$ cat src/rtl/iiitb_sync_fifo_pkg.sv
// Shared sizing defaults for the synchronous byte FIFO.
package iiitb_sync_fifo_pkg;

  localparam int unsigned FIFO_DATA_W = 8;
  localparam int unsigned FIFO_DEPTH  = 16;
  localparam int unsigned FIFO_ADDR_W = $clog2(FIFO_DEPTH);

endpackage : iiitb_sync_fifo_pkg

$ cat src/rtl/iiitb_sync_fifo_mem.sv
// DEPTH x DATA_W register array with a synchronous write port and a
// registered read port. The read register is cleared on reset; the
// storage array itself is not.
module iiitb_sync_fifo_mem
  import iiitb_sync_fifo_pkg::*;
#(
  parameter int unsigned DATA_W = FIFO_DATA_W,
  parameter int unsigned DEPTH  = FIFO_DEPTH,
  parameter int unsigned ADDR_W = $clog2(DEPTH)
) (
  input  logic              clk,
  input  logic              rst,
  input  logic              wr_en,
  input  logic [ADDR_W-1:0] wr_addr,
  input  logic [DATA_W-1:0] wr_data,
  input  logic              rd_en,
  input  logic [ADDR_W-1:0] rd_addr,
  output logic [DATA_W-1:0] rd_data
);

  logic [DATA_W-1:0] mem_q [DEPTH];
  logic [DATA_W-1:0] rd_data_q;
  logic [DATA_W-1:0] rd_data_d;

  // Storage write on an accepted push.
  // NOTE: the array has no reset branch; stale entries are unreachable once the
  // pointers and count are cleared, and leaving it out keeps it a plain RAM.
  always_ff @(posedge clk) begin
    if (wr_en) begin
      mem_q[wr_addr] <= wr_data;
    end
  end

  // Next read-data value: head entry on an accepted pop, otherwise hold.
  // NOTE: the default assignment comes first so no path leaves rd_data_d
  // unassigned, which would otherwise infer a latch.
  always_comb begin
    rd_data_d = rd_data_q;
    if (rd_en) begin
      rd_data_d = mem_q[rd_addr];
    end
  end

  // Read-data register with synchronous clear.
  // NOTE: sequential state uses non-blocking assignments so every flop samples
  // pre-edge values regardless of block evaluation order.
  always_ff @(posedge clk) begin
    if (rst) begin
      rd_data_q <= '0;
    end else begin
      rd_data_q <= rd_data_d;
    end
  end

  assign rd_data = rd_data_q;

endmodule : iiitb_sync_fifo_mem

$ cat src/rtl/iiitb_sync_fifo.sv
// Single-clock byte FIFO: pointer, occupancy count and flag logic around a
// register-array storage block. Requests that would overflow or underflow
// are dropped without side effects.
module iiitb_sync_fifo
  import iiitb_sync_fifo_pkg::*;
#(
  parameter int unsigned DATA_W = FIFO_DATA_W,
  parameter int unsigned DEPTH  = FIFO_DEPTH,
  parameter int unsigned ADDR_W = $clog2(DEPTH)
) (
  input  logic              CLK,
  input  logic              RSTn,   // active-high synchronous reset
  input  logic              write,
  input  logic              read,
  input  logic [DATA_W-1:0] iData,
  output logic [DATA_W-1:0] oData,
  output logic              full,
  output logic              empty
);

  localparam logic [ADDR_W:0] FULL_CNT = (ADDR_W+1)'(DEPTH);

  logic [ADDR_W-1:0] wr_ptr_q, wr_ptr_d;
  logic [ADDR_W-1:0] rd_ptr_q, rd_ptr_d;
  logic [ADDR_W:0]   count_q,  count_d;
  logic              wr_en;
  logic              rd_en;

  // Flags from the current count; acceptance uses pre-edge flags and is
  // suppressed during reset so reset overrides any request.
  always_comb begin
    empty = (count_q == '0);
    full  = (count_q == FULL_CNT);
    wr_en = write & ~full  & ~RSTn;
    rd_en = read  & ~empty & ~RSTn;
  end

  // Next-state pointers and occupancy count.
  always_comb begin
    wr_ptr_d = wr_ptr_q;
    rd_ptr_d = rd_ptr_q;
    count_d  = count_q;
    if (wr_en) wr_ptr_d = wr_ptr_q + 1'b1;
    if (rd_en) rd_ptr_d = rd_ptr_q + 1'b1;
    unique case ({wr_en, rd_en})
      2'b10:   count_d = count_q + 1'b1;
      2'b01:   count_d = count_q - 1'b1;
      default: count_d = count_q;
    endcase
  end

  // Pointer and count registers with synchronous reset.
  always_ff @(posedge CLK) begin
    if (RSTn) begin
      wr_ptr_q <= '0;
      rd_ptr_q <= '0;
      count_q  <= '0;
    end else begin
      wr_ptr_q <= wr_ptr_d;
      rd_ptr_q <= rd_ptr_d;
      count_q  <= count_d;
    end
  end

  iiitb_sync_fifo_mem #(
    .DATA_W (DATA_W),
    .DEPTH  (DEPTH),
    .ADDR_W (ADDR_W)
  ) u_mem (
    .clk     (CLK),
    .rst     (RSTn),
    .wr_en   (wr_en),
    .wr_addr (wr_ptr_q),
    .wr_data (iData),
    .rd_en   (rd_en),
    .rd_addr (rd_ptr_q),
    .rd_data (oData)
  );

endmodule : iiitb_sync_fifo

$ cat config.mk
export PLATFORM = sky130hd
export DESIGN_NAME = iiitb_sync_fifo
export DESIGN_NICKNAME = d
export VERILOG_FILES = /design/src/rtl/iiitb_sync_fifo_pkg.sv /design/src/rtl/iiitb_sync_fifo_mem.sv /design/src/rtl/iiitb_sync_fifo.sv
export SDC_FILE = /design/constraint.sdc
export NUM_CORES = 1
export LEC_CHECK = 0
export ABC_AREA = 1
export CORE_MARGIN = 1.5
export CORE_UTILIZATION = 45
export CTS_CLUSTER_SIZE = 30
export DETAILED_ROUTE_END_ITERATION = 6
export MAX_ROUTING_LAYER = met4
export PLACE_DENSITY_LB_ADDON = 0.15
export SYNTH_ARGS = -nofsm -noshare
export SYNTH_HDL_FRONTEND = slang
export SYNTH_SLANG_ARGS = --single-unit
$ cat constraint.sdc
create_clock -name CLK -period 6.7 [get_ports CLK]
set_input_delay 2.01 -clock CLK [delete_from_list [all_inputs] [get_ports CLK]]
set_output_delay 2.01 -clock CLK [all_outputs]
set_load 0.01 [all_outputs]
==> summary.txt <==
number of synthesis warnings = 0
die width = 124.1 um
Non-Filler Instances = 878
period utilization = 0.6141
vias in the first global route = 4210
Core Rows = 44
Final Hold Viols = 0
Largest delay share family, worst path = buffers and inverters
drt drc = 0
Synth Cell Area = 0.006601 mm^2
Fin Clk Skew = 7.412 ps
final weighted congestion in routability-driven placement = 0.9177
clk slew on worst S/H paths = 60 ps
full die area = 0.01541 mm^2
fin worst setup slack = 2586 ps
Initial Util = 0.4577
number of top-level pins = 22
Most common cell on crit path = nand2_1
setup TNS = 0 ps
Slew Viols, Final = 0
grt ovf = 0
first-pass GRT wire length = 22.71 mm
htree depth = 4
Synth Area per Inst = 9.912 um^2
RSZ-0062 raised after global routing = no
Mapped Cells = 666
die height = 124.1 um
insertion delay to the later sink of the worst-skew pair = 430 ps
fmax = 243.1 MHz
required time of the critical path = 7050 ps
Pwr Density = 307.4 mW/mm^2
Crit Path Category = in -> reg
Max Cap Violations = 0
routed vias = 4461
Total Wirelength = 15.12 mm
Detailed Route Iter0 Violations = 419
crit-path max FO = 10
Total GRT Usage = 0.2152
critical path, cell by cell = clkdlybuf4s50_1, nor2_4, ha_1, inv_1, fa_1, inv_1, nand2_1, a21boi_0, o21bai_1, nand2_1, nand2_1, a21oi_1
cts hold-fix bufs = 0
Core Util, Final = 0.5151
number of synthesized register bits = 149
Lkg Pwr = 3.117 nW
Worst EP arrival = 4460 ps
Netlist cell types = 27
clock buffer depth = 2
P&R area growth vs syn = 12.55%
Max-Slew Margin vs Limit = 0.2321
Root Buffer = clkbuf_16
Worst-Margin Slew = 1150 ps
Setup Slack @ Placement = 2167 ps
postcts setup bufs = 0
CTS Sinks = 149
wire per inst = 17.22 um
number of diodes = 0
Post-CTS Resized = 0
vias per cell = 5.081
CP max-delay cell = clkdlybuf4s50_1
largest net degree at the start of global routing = 68
Peak VDD IR = 176.4 uV
share of post-route cells with drive strength above 1 = 0.06340
CTS buffer count = 17
First-pass DRT Iterations = 5
worst stage delay on the critical path = 660 ps
fin crit period = 4114 ps
result of the run = completed
final count of negative-setup-slack endpoints = 0
initial antenna violation count = 0
Syn Nets = 688
total power = 2.284 mW
CP Capture Type = register
dpl hpwl = 9.675 mm
nets = 703
Port Buf Inserts = 21
placed cells = 846
CTS tree = built
core area = 0.01442 mm^2
number of nets with antenna violations after routing = 0
Hold Crit Class = reg -> reg
Worst Setup Start Kind = primary input
worst path bufs/invs = 3
sequential fraction of the synthesis area = 0.6459
-- power breakdown --
group          switching (mW)  internal, mW  total (mW)
registers              0.0153          1.03        1.05
logic                   0.221         0.112       0.333
clock network           0.374         0.527       0.901
total                   0.610          1.67        2.28
-- stage by stage --
| step | cell area, um^2 | hold slack [ps] |
|---|---|---|
| CTS | 7430 | 509.2 |
| finish | 7430 | 514.9 |
| floorplan | 6601 | 465.8 |
| global route | 7430 | 552.7 |
| global placement | 6863 | 502.7 |
| detailed placement | 6863 | 501.0 |
-- logic make-up (layout without fill, tap and decap cells) --
| kind of cell | Yosys count | after routing | synth area share |
|---|---|---|---|
| adders and majority gates | 10 | 10 | 0.02009 |
| and+or+nand+nor | 359 | 359 | 0.2280 |
| buffers and inverters | 123 | 151 | 0.08415 |
| DFF | 149 | 149 | 0.6459 |
| AOI/OAI and AO/OA | 22 | 22 | 0.01782 |
| xor gates and xnor gates | 3 | 3 | 0.003981 |
-- path summary, 6_finish.rpt --
| kind | startpoint | end | slack (ps) | cells past startpoint |
|---|---|---|---|---|
| max reg2reg | rd_ptr_q[0] | u_mem.rd_data[0] | 4140 | 10 |
| max | RSTn | count_q[4] | 2590 | 12 |
| min reg2reg | wr_ptr_q[2] | wr_ptr_q[2] | 510 | 2 |
| min | wr_ptr_q[2] | wr_ptr_q[2] | 510 | 2 |
-- flip-flops by register name (all words and copies together) (netlist names) --
name	count
wr_ptr_q	4
u_mem.mem_q	128
count_q	5
rd_ptr_q	4
u_mem.rd_data	8
-- routing by layer --
metal / share of wire / GRT usage / routed length, um
met1: 0.44 / 0.2714 / 6589
met5: 0 / - / 0
met3: 0.060 / 0.05128 / 910
met4: 0.029 / 0.09162 / 431
met2: 0.48 / 0.3338 / 7185
-- cells in the mapped netlist, drive strengths merged --
| cell | n | share of area |
|---|---|---|
| nand3 | 93 | 0.071 |
| nand2 | 238 | 0.14 |
| a21oi | 11 | 0.0083 |
| nand4 | 2 | 0.0019 |
| o21bai | 1 | 0.0011 |
| a21boi | 1 | 0.0011 |
| dfxtp | 21 | 0.064 |
| edfxtp | 128 | 0.58 |
| xnor2 | 1 | 0.0013 |
| xor2 | 2 | 0.0027 |
| o21ai | 8 | 0.0061 |
| clkbuf | 1 | 0.00057 |
| ha | 9 | 0.017 |
| clkinv | 1 | 0.00057 |
| nor3b | 1 | 0.0019 |
| buf | 26 | 0.029 |
| a211oi | 1 | 0.0011 |
| nor2 | 23 | 0.015 |
| fa | 1 | 0.0030 |
| nor3 | 2 | 0.0023 |
| inv | 95 | 0.054 |
-- layout make-up --
cell class	instances	area [um^2]
clock buffers	22	496.7
clock inverters	10	70.07
fillers	1338	6994
inverters	96	360.3
multi-input cells	394	1782
flip-flops and latches	149	4265
well taps	184	230.2
repair buffers	23	225.2
-- tightest hold or removal path: cells and delay by family, from the launching register on --
kind | cells | cell delay [ps]
AOI/OAI and AO/OA | 1 | 60
DFF | 1 | 330
and+or+nand+nor | 1 | 70
-- layout by cell type (no fill, tap or decap), drive strengths merged --
cell,instances
a21oi,11
xnor2,1
nand2,238
ha,9
a21boi,1
clkdlybuf4s50,21
fa,1
nor2,23
inv,97
dfxtp,21
edfxtp,128
nand4,2
a211oi,1
nor3,2
o21bai,1
buf,2
clkbuf,22
xor2,2
nor3b,1
nand3,93
clkinv,4
clkinvlp,5
o21ai,8
No activity file was read; power rests on OpenSTA's default activity.
